File: src/rtl/codificador_hamming_pkg.sv
// Shared constants and reference encoder for the Hamming (8,4) SECDED code.
// The encoder function is the single reference model used by the matching
// decoder and by verification.
package codificador_hamming_pkg;

  localparam int DATA_W = 4;
  localparam int CODE_W = 8;

  // Bit positions inside the codeword (Hamming position i lives at bit i-1;
  // the overall parity bit sits on top).
  localparam int POS_P1 = 0;
  localparam int POS_P2 = 1;
  localparam int POS_D0 = 2;
  localparam int POS_P4 = 3;
  localparam int POS_D1 = 4;
  localparam int POS_D2 = 5;
  localparam int POS_D3 = 6;
  localparam int POS_P8 = 7;

  // Pure combinational 4 -> 8 encoder with even overall parity.
  function automatic logic [CODE_W-1:0] hamming84_encode(input logic [DATA_W-1:0] d);
    logic [CODE_W-1:0] c;
    c         = '0;
    c[POS_D0] = d[0];
    c[POS_D1] = d[1];
    c[POS_D2] = d[2];
    c[POS_D3] = d[3];
    c[POS_P1] = d[0] ^ d[1] ^ d[3];
    c[POS_P2] = d[0] ^ d[2] ^ d[3];
    c[POS_P4] = d[1] ^ d[2] ^ d[3];
    c[POS_P8] = ^c[POS_D3:POS_P1];
    return c;
  endfunction

endpackage

File: src/rtl/hamming84_paridad.sv
// Combinational Hamming (8,4) codeword generator: places the data bits at
// their Hamming positions, computes p1/p2/p4 and the even overall parity p8.
module hamming84_paridad
  import codificador_hamming_pkg::*;
(
  input  logic [DATA_W-1:0] dato,
  output logic [CODE_W-1:0] codigo
);

  logic p1;
  logic p2;
  logic p4;

  // Parity bits over the data positions each check bit covers.
  always_comb begin
    p1 = dato[0] ^ dato[1] ^ dato[3];
    p2 = dato[0] ^ dato[2] ^ dato[3];
    p4 = dato[1] ^ dato[2] ^ dato[3];
  end

  // Assemble the codeword; p8 makes the whole word even weight.
  // NOTE: every bit gets a default first so no path can leave a bit unassigned and infer a latch.
  always_comb begin
    codigo         = '0;
    codigo[POS_P1] = p1;
    codigo[POS_P2] = p2;
    codigo[POS_D0] = dato[0];
    codigo[POS_P4] = p4;
    codigo[POS_D1] = dato[1];
    codigo[POS_D2] = dato[2];
    codigo[POS_D3] = dato[3];
    codigo[POS_P8] = p1 ^ p2 ^ dato[0] ^ p4 ^ dato[1] ^ dato[2] ^ dato[3];
  end

endmodule

File: src/rtl/codificador_hamming.sv
// Registered Hamming (8,4) SECDED encoder, one codeword per clock, latency 1.
// Optional macro CODIFICADOR_HAMMING_CHECK_EN adds error_interno, a registered
// self-check of the output register (syndrome and overall parity).
module codificador_hamming
  import codificador_hamming_pkg::*;
(
  input  logic              reloj,
  input  logic              reset,
  input  logic [DATA_W-1:0] dato_entrada,
`ifdef CODIFICADOR_HAMMING_CHECK_EN
  output logic              error_interno,
`endif
  output logic [CODE_W-1:0] palabra
);

  logic [CODE_W-1:0] codigo;

  hamming84_paridad u_paridad (
    .dato   (dato_entrada),
    .codigo (codigo)
  );

  // Output register: reset wins over new data, otherwise load every edge.
  // NOTE: sequential state uses non-blocking assignments so all flops update from pre-edge values.
  always_ff @(posedge reloj) begin
    if (reset) palabra <= '0;
    else       palabra <= codigo;
  end

`ifdef CODIFICADOR_HAMMING_CHECK_EN
  logic s1;
  logic s2;
  logic s4;
  logic paridad_impar;
  logic fallo;

  // Recompute syndrome and overall parity of the registered word.
  always_comb begin
    s1            = palabra[POS_P1] ^ palabra[POS_D0] ^ palabra[POS_D1] ^ palabra[POS_D3];
    s2            = palabra[POS_P2] ^ palabra[POS_D0] ^ palabra[POS_D2] ^ palabra[POS_D3];
    s4            = palabra[POS_P4] ^ palabra[POS_D1] ^ palabra[POS_D2] ^ palabra[POS_D3];
    paridad_impar = ^palabra;
    fallo         = s1 | s2 | s4 | paridad_impar;
  end

  // Flag register: raised the cycle after a corrupted output word is seen.
  always_ff @(posedge reloj) begin
    if (reset) error_interno <= 1'b0;
    else       error_interno <= fallo;
  end

`ifndef SYNTHESIS
  // Simulation-only flag of the same condition.
  always_ff @(posedge reloj) begin
    if (!reset) assert (fallo !== 1'b1);
  end
`endif
`endif

endmodule

File: config.mk
export PLATFORM = sky130hd
export DESIGN_NAME = codificador_hamming
export DESIGN_NICKNAME = d
export VERILOG_FILES = /design/src/rtl/codificador_hamming_pkg.sv /design/src/rtl/hamming84_paridad.sv /design/src/rtl/codificador_hamming.sv
export SDC_FILE = /design/constraint.sdc
export NUM_CORES = 1
export LEC_CHECK = 0
export BUFFER_PORTS_ARGS = -buffer_cell sky130_fd_sc_hd__buf_2
export CAP_MARGIN = 20
export CORE_AREA = 5 5 42 44
export CTS_CLUSTER_DIAMETER = 150
export DETAILED_ROUTE_END_ITERATION = 6
export DIE_AREA = 0 0 47 49
export PLACE_DENSITY = 0.46
export SKIP_CTS_REPAIR_TIMING = 1
export SLEW_MARGIN = 20
export SYNTH_ARGS = -nofsm -noshare
export SYNTH_HDL_FRONTEND = slang
export SYNTH_SLANG_ARGS = --single-unit
File: constraint.sdc
create_clock -name reloj -period 0.8 [get_ports reloj]
set_input_delay 0 -clock reloj [delete_from_list [all_inputs] [get_ports reloj]]
set_output_delay 0 -clock reloj [all_outputs]
set_load 0.03 [all_outputs]
==> out/results.tsv <==
metric	value	unit
placed cell area	363	um2
Overall Power	0.896	mW
CTS tree	built	
diode count	0	
slowest stage delay, CP	0.31	ns
Clk Tree Root Cell	clkbuf_4	
post-synth net total	28	
Initial Util	18.8	%
Core Footprint	1400	um2
worst slack, placed	-0.0849	ns
final instance area	385	um2
Max VDD drop	855	uV
largest net degree at the start of global routing	9	
Req. time, crit path	0.80	ns
Top reg by flops	palabra	
Tmin final	0.748	ns
first-pass GRT wire length	841	um
total CTS buffers	3	
register area	160	um2
GR Overflow Total	0	
Worst setup SP type	register	
power density cells	2330	nW/um2
CTS sink count	8	
die span in x	47	um
#FFs+latches synth	8	
fraction of layout cells with a size suffix above 1	55.0	%
Fill cells	151	
synthesized area	263	um2
synth unique cells	6	
post-synth top area cell	dfxtp_1	
RSZ-0062 raised after global routing	no	
Vias/cell	3.80	
yosys warns	0	
Routed Antenna Nets	0	
max frequency	1340	MHz
CP Capture Type	output port	
setup TNS	0	ns
Clock transition at path regs	0.05	ns
Cell Chain, Critical Path	buf_2	
Area Growth Syn to Fin	46.7	%
Post-Syn Instances	22	
share of the synthesized area in the top cell type	61.0	%
initial DRC count	6	
drc violations	0	
initial antenna violation count	0	
routed vias	213	
Multi-input gate area	103	um2
Worst Max-Slew Pin Slew	0.277	ns
RePlAce Congestion	0.567	
post-DP HPWL	464	um
die area	2300	um2
status	completed	
Final WS setup	0.0522	ns
metal3 WL	117	um
CTS max path bufs	2	
drt total wl	542	um
worst min path class	in -> reg	
Setup CP Type	reg -> out	
WL met1	240	um
Total GRT Usage	5.37	%
Fin. Hold Viols	0	
DR WL/cell	9.68	um
Max Fanout on Critical Path	1	
period utilization	93.5	%
Ports	14	
Max-Cap Viols	0	
Slew HR	81.5	%
PortBufs	13	
Leakage	0.190	nW
Avg Inst Size Synth	11.9	um2
standard-cell rows	14	
WL met2	185	um
ranking of synthesized cells by area	dfxtp_1 (61%), mux2_2 (17%), nor2b_1 (9.5%), nor2_1 (5.7%), xnor2_1 (3.3%)	
WP data arrival	0.75	ns
max layer used	met3	
Largest regs	palabra (8)	
Setup-failing EPs final	0	
max FFs per register	8	
Pre-Repair DR Iteration Count	2	
CP Buf/Inv Count	1	
sequential-to-total area share from yosys stat	61.0	%
slowest CP cell	dfxtp_1	
nets	48	
htree depth	1	
number of global-route vias before repair	211	
count of pins over their slew limit	0	
Die Span Y	49	um
family with the most delay on the worst path	flip-flops	
==> placed cells by master, fill, tap and decap left out <==
cell	count
buf_2	13
buf_4	2
clkbuf_4	3
dfxtp_1	8
mux2_2	4
nor2_1	4
nor2b_1	4
xnor2_1	1
xor2_1	1
==> logic make-up (layout without fill, tap and decap cells) <==
logic type / after synthesis / count (layout) / share of synthesized area [%]
DFF: 8 / 8 / 61.0
and+or+nand+nor: 8 / 8 / 15.2
muxes: 4 / 4 / 17.1
xor gates and xnor gates: 2 / 2 / 6.67
buffers and inverters: 0 / 18 / 0
==> where the power goes <==
part           internal (mW)  switching (mW)  leakage (nW)
clock                  0.171           0.121        0.0138
combinational         0.0657           0.103         0.110
sequential             0.429         0.00668        0.0667
total                  0.665           0.231         0.190
==> cell usage after synthesis <==
cell type  count
nor2b_1        4
xnor2_1        1
nor2_1         4
xor2_1         1
mux2_2         4
dfxtp_1        8
==> through the flow <==
| stage | util [%] | hold WS (ns) | cells |
|---|---|---|---|
| 2_1_floorplan | - | 0.0801 | 22 |
| 3_3_place_gp | 25.9 | 0.289 | 53 |
| 3_5_place_dp | 25.9 | 0.290 | 53 |
| 4_1_cts | 27.5 | 0.0218 | 56 |
| 5_1_grt | 27.5 | 0.0474 | 56 |
| 6_report | 27.5 | 0.0274 | 56 |
==> routing by layer <==
| metal | track usage [%] | up-vias |
|---|---|---|
| li1 | - | 106 |
| met1 | 6.65 | 88 |
| met2 | 6.56 | 19 |
| met3 | 5.17 | 0 |
| met4 | 1.38 | 0 |
| met5 | 0 | - |
==> layout make-up <==
type	instances	area share, %
clock buffer	3	5.84
multi-input combinational	14	26.6
sequential	8	41.6
tap	16	5.19
timing repair buffer	15	20.8
==> worst paths after layout <==
| kind | from | slack, ns | cells after the start | to |
|---|---|---|---|---|
| min | reset | 0.03 | 2 | palabra[2]$_SDFF_PP0_ |
| max | palabra[7]$_SDFF_PP0_ | 0.05 | 1 | palabra[7] |
(Power assumes the default switching activity.)
